## src/rtl/rocker_pkg.sv

```systemverilog
// Shared types and constants for the multi-channel joystick SPI poller.
package rocker_pkg;

  typedef enum logic [2:0] {
    ST_WAIT,
    ST_SELECT,
    ST_SHIFT,
    ST_GAP,
    ST_DONE
  } state_t;

  localparam int         BYTES_PER_TXN = 5;
  localparam logic [5:0] CMD_PREFIX    = 6'b100000;

  localparam logic [2:0] BYTE_X_LO = 3'd0;
  localparam logic [2:0] BYTE_X_HI = 3'd1;
  localparam logic [2:0] BYTE_Y_LO = 3'd2;
  localparam logic [2:0] BYTE_Y_HI = 3'd3;
  localparam logic [2:0] BYTE_BTN  = 3'(BYTES_PER_TXN - 1);

endpackage

```

## src/rtl/spi_byte_shifter.sv

```systemverilog
// Mode-0 SPI byte engine: one start pulse shifts 8 bits MSB-first with sclk at SCLK_DIV.
module spi_byte_shifter #(
  parameter int SCLK_DIV = 50
) (
  input  logic       clk,
  input  logic       rst,
  input  logic       start,
  input  logic [7:0] tx_byte,
  input  logic       miso,
  output logic       done,
  output logic [7:0] rx_byte,
  output logic       sclk,
  output logic       mosi
);

  localparam int DIV_W = $clog2(SCLK_DIV);

  logic             busy;
  logic             tick;
  logic [DIV_W-1:0] div_cnt;
  logic [2:0]       bit_cnt;
  logic [7:0]       tx_sh;

  assign tick = busy && (div_cnt == DIV_W'(SCLK_DIV - 1));
  // done coincides with the final falling edge so the caller can react on the same clock
  assign done = tick && sclk && (bit_cnt == 3'd7);

  always_ff @(posedge clk or negedge rst) begin
    if (!rst) begin
      busy    <= 1'b0;
      sclk    <= 1'b0;
      mosi    <= 1'b0;
      div_cnt <= '0;
      bit_cnt <= '0;
      tx_sh   <= '0;
    end else if (!busy) begin
      if (start) begin
        busy    <= 1'b1;
        tx_sh   <= tx_byte;
        mosi    <= tx_byte[7];
        div_cnt <= '0;
        bit_cnt <= '0;
      end
    end else if (!tick) begin
      div_cnt <= div_cnt + 1'b1;
    end else begin
      div_cnt <= '0;
      sclk    <= ~sclk;
      if (sclk) begin
        tx_sh   <= {tx_sh[6:0], 1'b0};
        mosi    <= done ? 1'b0 : tx_sh[6];
        bit_cnt <= bit_cnt + 1'b1;
        if (done) busy <= 1'b0;
      end
    end
  end

  always_ff @(posedge clk) begin
    if (tick && !sclk) rx_byte <= {rx_byte[6:0], miso};
  end

endmodule

```

## src/rtl/rocker_array.sv

```systemverilog
// Round-robin SPI poller for N_CH joysticks; turns raw X/Y/button into hysteretic direction flags.
module rocker_array
  import rocker_pkg::*;
#(
  parameter int N_CH     = 2,
  parameter int SCLK_DIV = 50,
  parameter int BYTE_GAP = 1500,
  parameter int POLL_GAP = 100000,
  parameter int LOW_TH   = 300,
  parameter int HIGH_TH  = 700,
  parameter int HYST     = 32,
  localparam int CH_W    = (N_CH > 1) ? $clog2(N_CH) : 1
) (
  input  logic                 clk,
  input  logic                 rst,
  input  logic [N_CH-1:0]      miso,
  output logic [N_CH-1:0]      ss,
  output logic                 sclk,
  output logic                 mosi,
  input  logic [2*N_CH-1:0]    led,
  output logic [N_CH-1:0]      left,
  output logic [N_CH-1:0]      right,
  output logic [N_CH-1:0]      up,
  output logic [N_CH-1:0]      down,
  output logic [N_CH-1:0]      click,
  output logic [10*N_CH-1:0]   x_pos,
  output logic [10*N_CH-1:0]   y_pos,
  output logic                 sample_valid,
  output logic [CH_W-1:0]      sample_ch
);

  localparam int GAP_MAX = (POLL_GAP > BYTE_GAP) ? POLL_GAP : BYTE_GAP;
  localparam int GAP_W   = $clog2(GAP_MAX + 1);

  state_t           state_q, state_d;
  logic [CH_W-1:0]  ch_q, ch_d;
  logic [2:0]       byte_idx;
  logic [GAP_W-1:0] gap_cnt;
  logic [N_CH-1:0]  ss_d;
  logic             start, shift_done, miso_sel;
  logic [7:0]       tx_byte, rx_byte;
  logic [1:0]       led_pair;
  logic [9:0]       x_buf, y_buf;
  logic             btn_buf;

  function automatic logic low_flag(input logic [9:0] v, input logic prev);
    if (v < 10'(LOW_TH)) return 1'b1;
    if (v >= 10'(LOW_TH + HYST)) return 1'b0;
    return prev;
  endfunction

  function automatic logic high_flag(input logic [9:0] v, input logic prev);
    if (v > 10'(HIGH_TH)) return 1'b1;
    if (v <= 10'(HIGH_TH - HYST)) return 1'b0;
    return prev;
  endfunction

  always_comb begin
    led_pair = 2'b00;
    miso_sel = 1'b0;
    for (int i = 0; i < N_CH; i++) begin
      if (ch_q == CH_W'(i)) begin
        led_pair = led[2*i +: 2];
        miso_sel = miso[i];
      end
    end
  end

  spi_byte_shifter #(.SCLK_DIV(SCLK_DIV)) u_shifter (
    .clk     (clk),
    .rst     (rst),
    .start   (start),
    .tx_byte (tx_byte),
    .miso    (miso_sel),
    .done    (shift_done),
    .rx_byte (rx_byte),
    .sclk    (sclk),
    .mosi    (mosi)
  );

  // Byte 0 is only ever started from SELECT, so the live LED pair is what gets loaded.
  always_comb begin
    state_d = state_q;
    ch_d    = ch_q;
    start   = 1'b0;
    tx_byte = 8'h00;
    unique case (state_q)
      ST_WAIT: if (gap_cnt == GAP_W'(POLL_GAP - 1)) begin
        state_d = ST_SELECT;
        ch_d    = '0;
      end
      ST_SELECT: if (gap_cnt == GAP_W'(BYTE_GAP - 1)) begin
        start   = 1'b1;
        tx_byte = {CMD_PREFIX, led_pair};
        state_d = ST_SHIFT;
      end
      ST_SHIFT: if (shift_done) state_d = (byte_idx == BYTE_BTN) ? ST_DONE : ST_GAP;
      ST_GAP: if (gap_cnt == GAP_W'(BYTE_GAP - 1)) begin
        start   = 1'b1;
        state_d = ST_SHIFT;
      end
      ST_DONE: begin
        if (ch_q == CH_W'(N_CH - 1)) begin
          state_d = ST_WAIT;
        end else begin
          state_d = ST_SELECT;
          ch_d    = ch_q + 1'b1;
        end
      end
      default: state_d = ST_WAIT;
    endcase

    ss_d = '1;
    for (int i = 0; i < N_CH; i++) begin
      if ((state_d == ST_SELECT || state_d == ST_SHIFT || state_d == ST_GAP) && ch_d == CH_W'(i))
        ss_d[i] = 1'b0;
    end
  end

  always_ff @(posedge clk or negedge rst) begin
    if (!rst) begin
      state_q      <= ST_WAIT;
      ch_q         <= '0;
      byte_idx     <= '0;
      gap_cnt      <= '0;
      ss           <= '1;
      left         <= '0;
      right        <= '0;
      up           <= '0;
      down         <= '0;
      click        <= '0;
      x_pos        <= '0;
      y_pos        <= '0;
      sample_valid <= 1'b0;
      sample_ch    <= '0;
    end else begin
      state_q      <= state_d;
      ch_q         <= ch_d;
      ss           <= ss_d;
      sample_valid <= 1'b0;
      gap_cnt      <= (state_d == state_q && state_q != ST_SHIFT) ? gap_cnt + 1'b1 : '0;
      if (state_q == ST_SELECT) byte_idx <= '0;
      else if (state_q == ST_SHIFT && shift_done) byte_idx <= byte_idx + 1'b1;
      if (state_q == ST_DONE) begin
        sample_valid <= 1'b1;
        sample_ch    <= ch_q;
        for (int i = 0; i < N_CH; i++) begin
          if (ch_q == CH_W'(i)) begin
            x_pos[10*i +: 10] <= x_buf;
            y_pos[10*i +: 10] <= y_buf;
            click[i]          <= btn_buf;
            left[i]           <= low_flag(x_buf, left[i]);
            right[i]          <= high_flag(x_buf, right[i]);
            down[i]           <= low_flag(y_buf, down[i]);
            up[i]             <= high_flag(y_buf, up[i]);
          end
        end
      end
    end
  end

  // Receive assembly; every field is rewritten before DONE so no reset is needed.
  always_ff @(posedge clk) begin
    if (state_q == ST_SHIFT && shift_done) begin
      unique case (byte_idx)
        BYTE_X_LO: x_buf[7:0] <= rx_byte;
        BYTE_X_HI: x_buf[9:8] <= rx_byte[1:0];
        BYTE_Y_LO: y_buf[7:0] <= rx_byte;
        BYTE_Y_HI: y_buf[9:8] <= rx_byte[1:0];
        default:   btn_buf    <= rx_byte[0];
      endcase
    end
  end

endmodule

```

## config.mk

```make
export PLATFORM = sky130hd
export DESIGN_NAME = rocker_array
export DESIGN_NICKNAME = d
export VERILOG_FILES = /design/src/rtl/rocker_pkg.sv /design/src/rtl/spi_byte_shifter.sv /design/src/rtl/rocker_array.sv
export SDC_FILE = /design/constraint.sdc
export NUM_CORES = 1
export LEC_CHECK = 0
export ABC_AREA = 1
export BUFFER_PORTS_ARGS = -buffer_cell sky130_fd_sc_hd__buf_2
export CELL_PAD_IN_SITES_DETAIL_PLACEMENT = 0
export CELL_PAD_IN_SITES_GLOBAL_PLACEMENT = 1
export CORE_MARGIN = 2
export CORE_UTILIZATION = 35
export CTS_CLUSTER_DIAMETER = 50
export CTS_CLUSTER_SIZE = 8
export DETAILED_ROUTE_END_ITERATION = 16
export PLACE_DENSITY = 0.69
export SLEW_MARGIN = 15
export SYNTH_ARGS = -nofsm -noshare
export SYNTH_HDL_FRONTEND = slang
export SYNTH_SLANG_ARGS = --single-unit
```

## constraint.sdc

```tcl
create_clock -name clk -period 3.3 [get_ports clk]
set_clock_uncertainty 0.05 [all_clocks]
set_input_delay 0.66 -clock clk [delete_from_list [all_inputs] [get_ports clk]]
set_output_delay 0.66 -clock clk [all_outputs]
set_load 0.005 [all_outputs]
```

==> out/metrics.csv <==
metric,value,unit
post_cts_buffers,0,
htreeDepth,4,
p_seq_share,43.7,%
placed_cell_area,0.00607,mm2
globalplace.congestion,0.871,
cts-hold-fix-buffers,0,
setup_violations,0,
grt_pass1_vias,3965,
design_area,0.00672,mm2
clkPwrFrac,55.5,%
clock_tree.root_cell,clkbuf_16,
p_leak,3.25,nW
initial_core_util,36.0,%
syn_nets,583,
firstDrtPassIters,4,
netlist_instances,565,
syn_area,0.00551,mm2
tns,0,ns
max_slew_margin,53.8,%
n_antenna_cell,0,
fillers,1511,
via_per_inst,4.56,
rsz0062_at_grt,no,
fin_crit_sh,80.0,%
worst_pin_slew,0.690,ns
end_kind,flip-flop,
nNetsFinal,657,
powerDensity,542,mW/mm2
min_period,2.64,ns
hold_class,input pin to asynchronous set/reset pin,
synth_edf_count,29,
multi_input_area,0.00190,mm2
cts_resized,0,
drive_gt1_share,19.0,%
rows,45,
seq_area,0.00330,mm2
synth-seq-area-share,59.9,%
combPwrFrac,0.8,%
die_x,129,um
worstSkewPairLatency,0.41,ns
ys_ff_latch,126,
status,"complete, no violations",
critPathArrivalTime,2.63,ns
path_clk_slew,0.05,ns
critical_path_class,flip-flop to flip-flop,
die-height,129,um
p_sw_share,18.7,%
drc_errors,0,
clockBufferDepth,2,
hold_violations,0,
net-switching-power,0.679,mW
dp.cells,831,
numCtsBuffers,17,
die_area,0.0168,mm2
core_area,0.0153,mm2
cp.required,3.29,ns
wl_per_cell,13.0,um
track_usage,14.8,%
drtIter0Drc,199,
synth.distinct_cells,34,
via_count,3931,
cp_max_fo,12,
drv_slew,0,
avgSynthCellArea,9.75,um2
dpl.hpwl,7950,um
ios,64,
grt_pass1_wl,19500,um
grt_overflow,0,
power.total,3.64,mW
routed_wl,11200,um
synthToLayoutAreaGrowth,22.0,%
yosys_warnings,0,
ys.flop_type,dfrtp_1,
cts_sinks,126,
ant_nets,0,
grt_max_degree,53,
max_freq,379,MHz
ir_drop,0.388,mV
place.port_buffers,63,
max-cap-violations,0,
tritoncts,built,
antenna_found_initial,0,
async_reset_ff_share,77.0,%
stdcell_count,862,
p_int,2.96,mW
worst_setup_path_start_kind,flip-flop,
[critical path, stage by stage, from the launching register on]
cell and delay (ns):
dfrtp_1 0.41, inv_1 0.10, ha_1 0.15, nand3_1 0.10
nor2_1 0.10, buf_4 0.18, inv_1 0.06, nor2_1 0.25
nand2_1 0.28, nor2_1 0.59
[layout by cell type, fill, tap and decap left out, types with 4 or more instances in the layout]
cell type | Yosys | final
nor2_4 | 14 | 14
a21oi_1 | 12 | 12
bufinv_16 | 0 | 4
ha_1 | 10 | 10
dfrtp_1 | 95 | 95
inv_1 | 61 | 61
nor2_1 | 50 | 50
clkinv_2 | 0 | 4
nand3_1 | 29 | 29
nor3_1 | 7 | 7
xor2_1 | 12 | 12
o21ai_0 | 55 | 55
nand2_1 | 135 | 135
o22ai_1 | 4 | 4
buf_4 | 0 | 4
clkbuf_16 | 0 | 19
nand4_1 | 12 | 12
buf_2 | 2 | 62
edfxtp_1 | 29 | 29
[worst paths after layout]
kind	cells past startpoint	startpoint	slack [ns]	endpoint
worst min-delay path	1	rst	0.23	y_pos[3]
worst min register to register	0	u_shifter.rx_byte[7]	0.40	y_buf[7]
worst max-delay path	9	u_shifter.div_cnt[1]	0.66	y_buf[6]
worst max register to register	9	u_shifter.div_cnt[1]	0.66	y_buf[6]
min in group clk	0	u_shifter.rx_byte[7]	0.40	y_buf[7]
max in group asynchronous	2	rst	2.26	ss[1]
[Yosys cell counts, drive strengths merged (4+ instances only)]
library cell | number | share of area [%]
dfrtp | 95 | 43
edfxtp | 29 | 16
nor3 | 8 | 0.82
nor2 | 64 | 6.3
clkbuf | 9 | 0.61
a21oi | 13 | 1.4
nand2 | 139 | 9.7
ha | 10 | 2.3
o21ai | 56 | 5.1
o22ai | 4 | 0.45
xor2 | 12 | 1.9
nand3 | 31 | 3.3
nand4 | 12 | 1.4
inv | 63 | 4.3
[flip-flops by register name, indices dropped and copies added, names as in the netlist, 2 cells and up]
register,flops
x_pos,20
y_pos,20
gap_cnt,17
x_buf,10
y_buf,10
u_shifter.rx_byte,8
u_shifter.tx_sh,7
u_shifter.div_cnt,6
byte_idx,3
state_q,3
u_shifter.bit_cnt,3
click,2
down,2
left,2
right,2
ss,2
up,2
[layer usage]
| metal | wire length [um] | vias up | share of wire (%) | GRT usage [%] |
|---|---|---|---|---|
| met5 | 0 | - | 0 | 0 |
| li1 | - | 1992 | - | - |
| met4 | 76 | 0 | 0.68 | 5.69 |
| met3 | 437 | 5 | 3.9 | 3.63 |
| met1 | 5410 | 1866 | 48 | 19.9 |
| met2 | 5250 | 68 | 47 | 23.2 |
[stage by stage]
step	setup WS (ns)	utilization [%]	hold slack [ns]
after floorplan	1.19	-	0.314
after global placement	0.785	39.6	0.398
after detailed placement	0.655	39.6	0.408
after CTS	0.644	43.9	0.252
after global routing	0.423	43.9	0.297
final	0.661	43.9	0.234
[cell type report]
| class | count | share of cell area, % |
|---|---|---|
| timing repair buffer | 67 | 5.36 |
| tap | 211 | 3.93 |
| sequential | 126 | 49.1 |
| clock buffer | 21 | 7.34 |
| clock inverter | 10 | 2.33 |
| multi-input combinational | 362 | 28.3 |
| inverter | 65 | 3.63 |
[power groups by stage]
stage | registers, mW | clock network (mW) | logic, mW
5_1_grt | 1.59 | 2.15 | 0.0374
2_1_floorplan | 1.62 | 0 | 0.00108
4_1_cts | 1.59 | 2.06 | 0.0333
6_report | 1.59 | 2.02 | 0.0305
3_3_place_gp | 1.62 | 0 | 0.0321
3_5_place_dp | 1.62 | 0 | 0.0333
[cell families (layout without fill, tap and decap cells)]
logic type      after synthesis  count (layout)  share of synthesized area, %
compound gates               78              78                          7.70
fa+ha+maj                    10              10                          2.27
simple gates                258             258                          21.9
xor+xnor                     15              15                          2.39
mux                           1               1                         0.182
flops                       126             126                          59.9
buf+inv                      77             163                          5.59
No activity file was read; power rests on OpenSTA's default activity.
